## src/rtl/keypad_scan_if.sv

```systemverilog
// Signal bundle between the 4x4 keypad scanner and its matrix/consumer side.
// master is the scanner (drives strobes and key reports); slave is the matrix and consumer.
interface keypad_scan_if;
    logic [3:0] row_in;
    logic [3:0] col_out;
    logic [3:0] key_code;
    logic       key_valid;
    logic       key_pressed;

    modport master (
        input  row_in,
        output col_out,
        output key_code,
        output key_valid,
        output key_pressed
    );

    modport slave (
        output row_in,
        input  col_out,
        input  key_code,
        input  key_valid,
        input  key_pressed
    );
endinterface

```

## src/rtl/keypad_scan.sv

```systemverilog
// 4x4 matrix keypad scanner: rotates an active-low column strobe, gathers one frame of
// row samples per full rotation and debounces single-key frames into press/release events.
module keypad_scan #(
    parameter int SCAN_DIV   = 50_000,
    parameter int DIV_WIDTH  = 16,
    parameter int DEB_FRAMES = 20
) (
    input  logic          clk,
    input  logic          rst,
    keypad_scan_if.master bus
);

    localparam logic [DIV_WIDTH-1:0] DIV_LAST   = DIV_WIDTH'(SCAN_DIV - 1);
    localparam logic [7:0]           DEB_TARGET = 8'(DEB_FRAMES);

    typedef enum logic [1:0] {
        IDLE,
        DEBOUNCE,
        HELD,
        RELEASE
    } state_t;

    logic [3:0]           r_rowMeta;
    logic [3:0]           r_rowSync;
    logic [DIV_WIDTH-1:0] r_divCnt;
    logic [1:0]           r_colIdx;
    logic [3:0]           r_colOut;
    logic [4:0]           r_hitCnt;
    logic [3:0]           r_firstHit;
    logic                 r_haveHit;

    state_t               r_state;
    logic [3:0]           r_cand;
    logic [7:0]           r_deb;
    logic [7:0]           r_rel;
    logic [3:0]           r_keyCode;
    logic                 r_keyValid;
    logic                 r_keyPressed;

    logic                 w_tick;
    logic                 w_frameDone;
    logic [3:0]           w_rowLow;
    logic [2:0]           w_sampleCnt;
    logic [1:0]           w_sampleRow;
    logic [4:0]           w_frameCnt;
    logic [3:0]           w_frameFirst;
    logic                 w_frameNone;
    logic                 w_frameSingle;

    state_t               w_stateNext;
    logic [3:0]           w_candNext;
    logic [7:0]           w_debNext;
    logic [7:0]           w_relNext;
    logic [3:0]           w_keyCodeNext;
    logic                 w_keyValidNext;
    logic                 w_keyPressedNext;

    always_ff @(posedge clk or negedge rst) begin
        if (!rst) begin
            r_rowMeta <= 4'b1111;
            r_rowSync <= 4'b1111;
        end else begin
            r_rowMeta <= bus.row_in;
            r_rowSync <= r_rowMeta;
        end
    end

    assign w_tick      = (r_divCnt == DIV_LAST);
    assign w_frameDone = w_tick && (r_colIdx == 2'd3);

    always_ff @(posedge clk or negedge rst) begin
        if (!rst) begin
            r_divCnt <= '0;
            r_colIdx <= 2'd0;
            r_colOut <= 4'b1110;
        end else if (w_tick) begin
            r_divCnt <= '0;
            r_colIdx <= r_colIdx + 2'd1;
            r_colOut <= {r_colOut[2:0], r_colOut[3]};
        end else begin
            r_divCnt <= r_divCnt + 1'b1;
        end
    end

    assign w_rowLow    = ~r_rowSync;
    assign w_sampleCnt = {2'b00, w_rowLow[0]} + {2'b00, w_rowLow[1]}
                       + {2'b00, w_rowLow[2]} + {2'b00, w_rowLow[3]};

    // Lowest-numbered low row wins so the first hit follows row order within a column.
    always_comb begin
        w_sampleRow = 2'd0;
        if (w_rowLow[0])      w_sampleRow = 2'd0;
        else if (w_rowLow[1]) w_sampleRow = 2'd1;
        else if (w_rowLow[2]) w_sampleRow = 2'd2;
        else if (w_rowLow[3]) w_sampleRow = 2'd3;
    end

    assign w_frameCnt    = r_hitCnt + {2'b00, w_sampleCnt};
    assign w_frameFirst  = r_haveHit ? r_firstHit : {w_sampleRow, r_colIdx};
    assign w_frameNone   = (w_frameCnt == 5'd0);
    assign w_frameSingle = (w_frameCnt == 5'd1);

    always_ff @(posedge clk or negedge rst) begin
        if (!rst) begin
            r_hitCnt   <= 5'd0;
            r_firstHit <= 4'd0;
            r_haveHit  <= 1'b0;
        end else if (w_frameDone) begin
            r_hitCnt   <= 5'd0;
            r_firstHit <= 4'd0;
            r_haveHit  <= 1'b0;
        end else if (w_tick) begin
            r_hitCnt <= w_frameCnt;
            if (!r_haveHit && (w_rowLow != 4'b0000)) begin
                r_firstHit <= {w_sampleRow, r_colIdx};
                r_haveHit  <= 1'b1;
            end
        end
    end

    always_ff @(posedge clk or negedge rst) begin
        if (!rst) begin
            r_state      <= IDLE;
            r_cand       <= 4'd0;
            r_deb        <= 8'd0;
            r_rel        <= 8'd0;
            r_keyCode    <= 4'd0;
            r_keyValid   <= 1'b0;
            r_keyPressed <= 1'b0;
        end else begin
            r_state      <= w_stateNext;
            r_cand       <= w_candNext;
            r_deb        <= w_debNext;
            r_rel        <= w_relNext;
            r_keyCode    <= w_keyCodeNext;
            r_keyValid   <= w_keyValidNext;
            r_keyPressed <= w_keyPressedNext;
        end
    end

    // Decisions happen once per completed frame; between frames everything holds.
    always_comb begin
        w_stateNext      = r_state;
        w_candNext       = r_cand;
        w_debNext        = r_deb;
        w_relNext        = r_rel;
        w_keyCodeNext    = r_keyCode;
        w_keyValidNext   = 1'b0;
        w_keyPressedNext = r_keyPressed;
        if (w_frameDone) begin
            case (r_state)
                IDLE: begin
                    if (w_frameSingle) begin
                        w_candNext  = w_frameFirst;
                        w_debNext   = 8'd1;
                        w_stateNext = DEBOUNCE;
                    end
                end
                DEBOUNCE: begin
                    if (w_frameSingle && (w_frameFirst == r_cand)) begin
                        w_debNext = r_deb + 8'd1;
                        if ((r_deb + 8'd1) == DEB_TARGET) begin
                            w_keyCodeNext    = r_cand;
                            w_keyValidNext   = 1'b1;
                            w_keyPressedNext = 1'b1;
                            w_stateNext      = HELD;
                        end
                    end else if (w_frameSingle) begin
                        w_candNext = w_frameFirst;
                        w_debNext  = 8'd1;
                    end else begin
                        w_stateNext = IDLE;
                    end
                end
                HELD: begin
                    if (w_frameNone) begin
                        w_relNext   = 8'd1;
                        w_stateNext = RELEASE;
                    end
                end
                RELEASE: begin
                    if (w_frameNone) begin
                        w_relNext = r_rel + 8'd1;
                        if ((r_rel + 8'd1) == DEB_TARGET) begin
                            w_keyPressedNext = 1'b0;
                            w_stateNext      = IDLE;
                        end
                    end else begin
                        w_relNext   = 8'd0;
                        w_stateNext = HELD;
                    end
                end
                default: w_stateNext = IDLE;
            endcase
        end
    end

    assign bus.col_out     = r_colOut;
    assign bus.key_code    = r_keyCode;
    assign bus.key_valid   = r_keyValid;
    assign bus.key_pressed = r_keyPressed;

endmodule
```

## src/flat_wrapper.sv

```systemverilog
// flat-port wrapper written by rule: the top's interface ports become plain ports
module keypad_scan_flat 
#(
    parameter int SCAN_DIV   = 50_000,
    parameter int DIV_WIDTH  = 16,
    parameter int DEB_FRAMES = 20
)
  (clk, rst, bus_row_in, bus_col_out, bus_key_code, bus_key_valid, bus_key_pressed);
  keypad_scan_if bus_i ();
  input  logic clk;
  input  logic rst;
  input wire logic [$bits(bus_i.row_in)-1:0] bus_row_in;
  output wire logic [$bits(bus_i.col_out)-1:0] bus_col_out;
  output wire logic [$bits(bus_i.key_code)-1:0] bus_key_code;
  output wire logic [$bits(bus_i.key_valid)-1:0] bus_key_valid;
  output wire logic [$bits(bus_i.key_pressed)-1:0] bus_key_pressed;
  assign bus_i.row_in = bus_row_in;
  assign bus_col_out = bus_i.col_out;
  assign bus_key_code = bus_i.key_code;
  assign bus_key_valid = bus_i.key_valid;
  assign bus_key_pressed = bus_i.key_pressed;
  keypad_scan #(.SCAN_DIV(SCAN_DIV), .DIV_WIDTH(DIV_WIDTH), .DEB_FRAMES(DEB_FRAMES)) u_core (.clk(clk), .rst(rst), .bus(bus_i));
endmodule
```

## config.mk

```make
export PLATFORM = sky130hd
export DESIGN_NAME = keypad_scan_flat
export DESIGN_NICKNAME = d
export VERILOG_FILES = /design/src/rtl/keypad_scan_if.sv /design/src/rtl/keypad_scan.sv /design/src/flat_wrapper.sv
export SDC_FILE = /design/constraint.sdc
export NUM_CORES = 1
export LEC_CHECK = 0
export ABC_AREA = 1
export BUFFER_PORTS_ARGS = -buffer_cell sky130_fd_sc_hd__buf_2
export CORE_MARGIN = 4
export CORE_UTILIZATION = 62
export DETAILED_ROUTE_END_ITERATION = 12
export GPL_ROUTABILITY_DRIVEN = 0
export GPL_TIMING_DRIVEN = 0
export PLACE_DENSITY = 0.85
export RECOVER_POWER = 50
export SLEW_MARGIN = 5
export SYNTH_ARGS = -nofsm -noshare
export SYNTH_HDL_FRONTEND = slang
export SYNTH_SLANG_ARGS = --single-unit
```

## constraint.sdc

```tcl
create_clock -name clk -period 9.3 [get_ports clk]
set_input_delay 0.465 -clock clk [delete_from_list [all_inputs] [get_ports clk]]
set_output_delay 0.465 -clock clk [all_outputs]
set_load 0.02 [all_outputs]
```

Yosys cells after proc, flatten, opt, wreduce, memory -nomap -nowiden
Cells that the tools add are included.
{"block": "word_totals", "register_bits": 68, "word_cells": 102, "inputBits": 6}
{"block": "classes", "n_eq_ne": 19, "reduce_logical": 19, "mux": 40, "n_bitwise": 1, "n_addsub": 8}
{"op": "8-bit 2-to-1 mux", "count": 4}
{"op": "8-bit one-hot mux with 2 select lines", "count": 2}
{"op": "4-bit 2-to-1 mux", "count": 6}
{"op": "2-bit 2-to-1 mux", "count": 11}
{"op": "16-bit by 1-bit adder with 16-bit output, second input constant", "count": 1}
{"op": "8-bit by 1-bit adder with 8-bit output, second input constant", "count": 2}
{"op": "16-bit == test, second input constant", "count": 1}
{"op": "8-bit by 5-bit == test with 1-bit output, second input constant", "count": 2}
{"op": "16-bit 2-to-1 mux", "count": 1}
{"op": "2-bit by 1-bit inequality test with 1-bit output, second input constant", "count": 6}
{"op": "6-bit AND reduction", "count": 2}
{"op": "1-bit 2-to-1 mux", "count": 11}
{"op": "5-bit 2-to-1 mux", "count": 2}
{"op": "2-bit nonzero test", "count": 5}
{"op": "3-bit inequality test, second input constant", "count": 3}
{"op": "2-bit one-hot mux with 4 select lines", "count": 1}
{"op": "4-bit one-hot mux with 2 select lines", "count": 1}
{"op": "3-bit by 1-bit adder with 3-bit output", "count": 2}
{"op": "2-bit == test, second input constant", "count": 3}
{"op": "3-bit AND reduction", "count": 2}
{"op": "5-bit by 3-bit adder with 5-bit output", "count": 1}
{"op": "5-bit by 1-bit == test with 1-bit output, second input constant", "count": 1}
{"op": "5-bit zero test", "count": 1}
{"op": "4-bit == test", "count": 1}
{"op": "12 further kinds", "count": 15}

Depth between registers and ports, before layout
{"block": "logic_depth", "depth_word": 11, "ltp_mapped": 19}

Least setup slack after synthesis
No wires, ideal clock.
{"block": "synth_timing", "kind": "flip-flop to flip-flop", "start": "register u_core.r_rowSync[0]", "end": "register u_core.r_keyCode[2] (netlist: u_core.bus.key_code[2])", "path_stages_with_launch": 17, "synth_period_minus_slack_ns": 3.194, "path_slack_ns": 6.106, "required_ns": 9.178, "arrival_ns": 3.072, "cell_sequence": "dfstp_2 > inv_1 > ha_1 > fa_1 > ha_1 > inv_1 > fa_1 > inv_1 > nand3_1 > nand3_1 > nand4_1 > nor2_2 > nand3_2 > inv_1 > nand2_2 > nand2_1 > o21ai_1"}
{"block": "synth_via", "elab_chain_cells": 8}
{"element": "start, declared", "line_no": "keypad_scan.sv:24", "source": "logic [3:0] r_rowSync;"}
{"element": "start signal, assigned", "line_no": "keypad_scan.sv:64", "source": "r_rowSync <= r_rowMeta;"}
{"element": "4-bit NOT (*)", "line_no": "keypad_scan.sv:85", "source": "assign w_rowLow = ~r_rowSync;"}
{"element": "1-bit by 1-bit adder with 2-bit output", "line_no": "keypad_scan.sv:86", "source": "assign w_sampleCnt = {2'b00, w_rowLow[0]} + {2'b00, w_rowLow[1]}"}
{"element": "3-bit by 1-bit adder with 3-bit output (2 in series)", "line_no": "keypad_scan.sv:87", "source": "+ {2'b00, w_rowLow[2]} + {2'b00, w_rowLow[3]};"}
{"element": "5-bit by 3-bit adder with 5-bit output", "line_no": "keypad_scan.sv:98", "source": "assign w_frameCnt = r_hitCnt + {2'b00, w_sampleCnt};"}
{"element": "5-bit by 1-bit == test with 1-bit output", "line_no": "keypad_scan.sv:101", "source": "assign w_frameSingle = (w_frameCnt == 5'd1);"}
{"element": "1-bit logical AND (*)", "line_no": "keypad_scan.sv:160", "source": "if (w_frameSingle && (w_frameFirst == r_cand)) begin"}
{"element": "4-bit AND reduction (no line) (*)"}
{"element": "end signal, assigned", "line_no": "keypad_scan.sv:135", "source": "r_keyCode <= w_keyCodeNext;"}
{"element": "end, declared", "line_no": "keypad_scan.sv:36", "source": "logic [3:0] r_keyCode;"}
Mark *: on every way between the ends. The rest lies on a longest branch, timed or not.
A chain may end at the register's enable or synchronous reset.

Worst setup path in the final report
{"block": "layout_timing", "start": "register u_core.r_rowSync[0]", "end": "register u_core.r_keyCode[0] (netlist: u_core.bus.key_code[0])"}
The elaborated chain is that of the path after synthesis.

==> out/metrics.yaml <==
status:
  status: "finished, violations left"
  violations: "capacitance limit, slew limit"
power_and_ir_drop:
  combPwrFrac: 0.045
  swShare: 0.227
  p_per_area_nw_per_um2: 148
  netSwitchingPower_uw: 136
  seqPwrFrac: 0.500
  p_leak_uw: 0.00200
  internal-power_uw: 464
  p_clk_frac: 0.456
  ir_worst_vdd_mv: 0.137
layout:
  layout_common_cells: "nand2_1, inv_1, dfrtp_1"
  finalNonFillerCells: 564
  nets: 505
  diodes: 0
  mostFrequentLayoutCell: "nand2_1"
  area_delta_synth_final_pct: 10.6
  fill_cells: 434
  drive_above_1_share: 0.146
clock_network:
  cts_root_buf: "clkbuf_8"
  post_cts_buffers: 0
  cts_tree: "done"
  cts_made_buffers: 9
  insertion_delay_ns: 0.34
  clk_pin_slew_ns: 0.08
  holdBufCountCts: 0
  postCtsResizedCells: 0
  cts_num_sinks: 68
  htreeDepth: 3
  clk_path_buf_depth: 2
global_route:
  grt_pass1_wl_mm: 12.8
  grt_pass1_vias: 2971
  grt_usage: 0.220
  antenna_found_initial: 0
  grt_max_degree: 69
  grt_overflow_total: 0
floorplan:
  rows: 27
  die_h_um: 84.9
  die_w_um: 84.9
  start_util: 0.654
  io_pins: 16
  die-area_um2: 7200
  core-area_um2: 5610
sta:
  period_share: 0.383
  grt_setup_unrepaired: "false"
  min_period_ns: 3.56
  setup_violations: 0
  clock_skew_ns: 0.00817
  relSlewSlack: -1.35
  worst_pin_slew_ns: 3.53
  tns_ns: 0
  max_freq_ghz: 0.281
  finalHoldViolCount: 0
  drv_slew: 69
detailed_routing:
  drt_iter0_drc: 238
  wl_per_cell_um: 12.8
  vias: 3067
  ant_nets: 0
  vias_per_cell: 5.44
  drc_errors: 0
  drtPass1Iterations: 6
  routed_wl_mm: 7.23
logic_synthesis:
  synth_nets: 479
  yosysUniqueCellTypes: 33
  syn-cell-area_um2: 3660
  ys_ff_latch: 68
  syn_inst: 461
  yosysWarningCount: 0
  avgSynthCellArea_um2: 7.95
  ys_seq_area_frac: 0.468
setup_path:
  cp_data_arrival_time_ns: 3.80
  crit_required_ns: 9.54
  worstSetupStartpointType: "flip-flop"
  path_max_fanout: 9
  worstSetupPathType: "flip-flop to flip-flop"
  end_kind: "flip-flop"
placed_design:
  placedCellCount: 548
  hpwl_mm: 4.99
  port_buffers: 15
hold_path:
  hold_path.class: "primary input to flip-flop"
run:
  drv_cap: 1
synthesized netlist by cell type, drive strengths merged:
master	n	area (um^2)
nand2	126	485
inv	71	269
dfrtp	57	1430
nor2	53	234
nand3	39	223
o21ai	31	155
a21oi	11	58.8
dfstp	11	289
ha	10	125
nand4	10	62.6
o22ai	9	56.3
xor2	8	70.1
nor3	7	62.6
buf	5	25.0
xnor2	3	26.3
fa	2	40.0
nand3b	2	15.0
nor3b	2	15.0
and2	1	6.26
and3	1	6.26
nor4	1	6.26
o21bai	1	7.51
power groups by stage:
stage	clock [uW]	combinational (uW)	sequential [uW]
detailed placement	0	27.2	306
finish	274	26.9	300
global route	291	31.4	300
floorplan	0	16.9	305
CTS	277	27.4	300
global placement	0	26.1	305
critical path, stage by stage, from the launching register on:
cell	delay, ns
dfstp_2	0.58
inv_1	0.06
ha_1	0.31
fa_1	0.40
ha_1	0.32
inv_1	0.06
fa_1	0.40
inv_1	0.09
nand3_1	0.12
nand3_1	0.13
nand4_1	0.22
nor2_2	0.23
nand3_2	0.17
inv_1	0.11
nand2_2	0.11
nand2_1	0.09
o21ai_1	0.06
final timing paths:
| kind | startpoint | to | slack, ns | cells past startpoint |
|---|---|---|---|---|
| worst max-delay path | u_core.r_rowSync[0]$_DFF_PN1_ | u_core.bus.key_code[0]$_DFFE_PN0P_ | 5.74 | 16 |
| worst min register to register | u_core.r_rowMeta[3]$_DFF_PN1_ | u_core.r_rowSync[3]$_DFF_PN1_ | 0.36 | 0 |
| worst min-delay path | bus_row_in[0] | u_core.r_rowMeta[0]$_DFF_PN1_ | 0.22 | 1 |
| worst max register to register | u_core.r_rowSync[0]$_DFF_PN1_ | u_core.bus.key_code[0]$_DFFE_PN0P_ | 5.74 | 16 |
| min in group asynchronous | rst | u_core.r_divCnt[12]$_DFF_PN0_ | 1.32 | 1 |
| max in group asynchronous | rst | u_core.r_rel[4]$_DFFE_PN0P_ | 6.01 | 1 |
cell type report:
type | count | area [um^2] | area share
Buffer | 5 | 25.0 | 0.00617
Clock buffer | 10 | 138 | 0.0340
Clock inverter | 6 | 86.3 | 0.0213
Inverter | 71 | 269 | 0.0664
Multi-Input combinational cell | 317 | 1660 | 0.408
Sequential cell | 68 | 1720 | 0.423
Tap cell | 72 | 90.1 | 0.0222
Timing Repair Buffer | 15 | 73.8 | 0.0182
per-layer routing:
metal	vias to the layer above	global-route usage	share of wire
li1	1523	-	-
met1	1434	0.293	0.47
met2	95	0.345	0.46
met3	15	0.0485	0.046
met4	0	0.104	0.020
met5	-	0	0
per-stage QoR:
stage                     worst slack (ns)  instance area, um^2  hold slack [ns]  utilization  total power, uW
final                                 5.74                 4050            0.220        0.723              600
after global routing                  5.17                 4050            0.203        0.723              622
after CTS                             5.74                 4060            0.209        0.723              604
after detailed placement              5.82                 3830            0.347        0.683              333
after global placement                5.91                 3830            0.346        0.683              332
after floorplan                       6.11                 3660            0.169            -              322
cells by family after synthesis:
group / synth area share
compound gates: 0.0758
fa+ha+maj: 0.0451
flops: 0.468
simple gates: 0.305
buf+inv: 0.0802
xor+xnor: 0.0263
registers in the layout, indices dropped and copies added (netlist names):
name / cells
u_core.bus.col_out: 4
u_core.bus.key_code: 4
u_core.bus.key_pressed: 1
u_core.bus.key_valid: 1
u_core.r_cand: 4
u_core.r_colIdx: 2
u_core.r_deb: 8
u_core.r_divCnt: 16
u_core.r_firstHit: 4
u_core.r_haveHit: 1
u_core.r_hitCnt: 5
u_core.r_rel: 8
u_core.r_rowMeta: 4
u_core.r_rowSync: 4
u_core.r_state: 2
No activity file was read; power rests on OpenSTA's default activity.
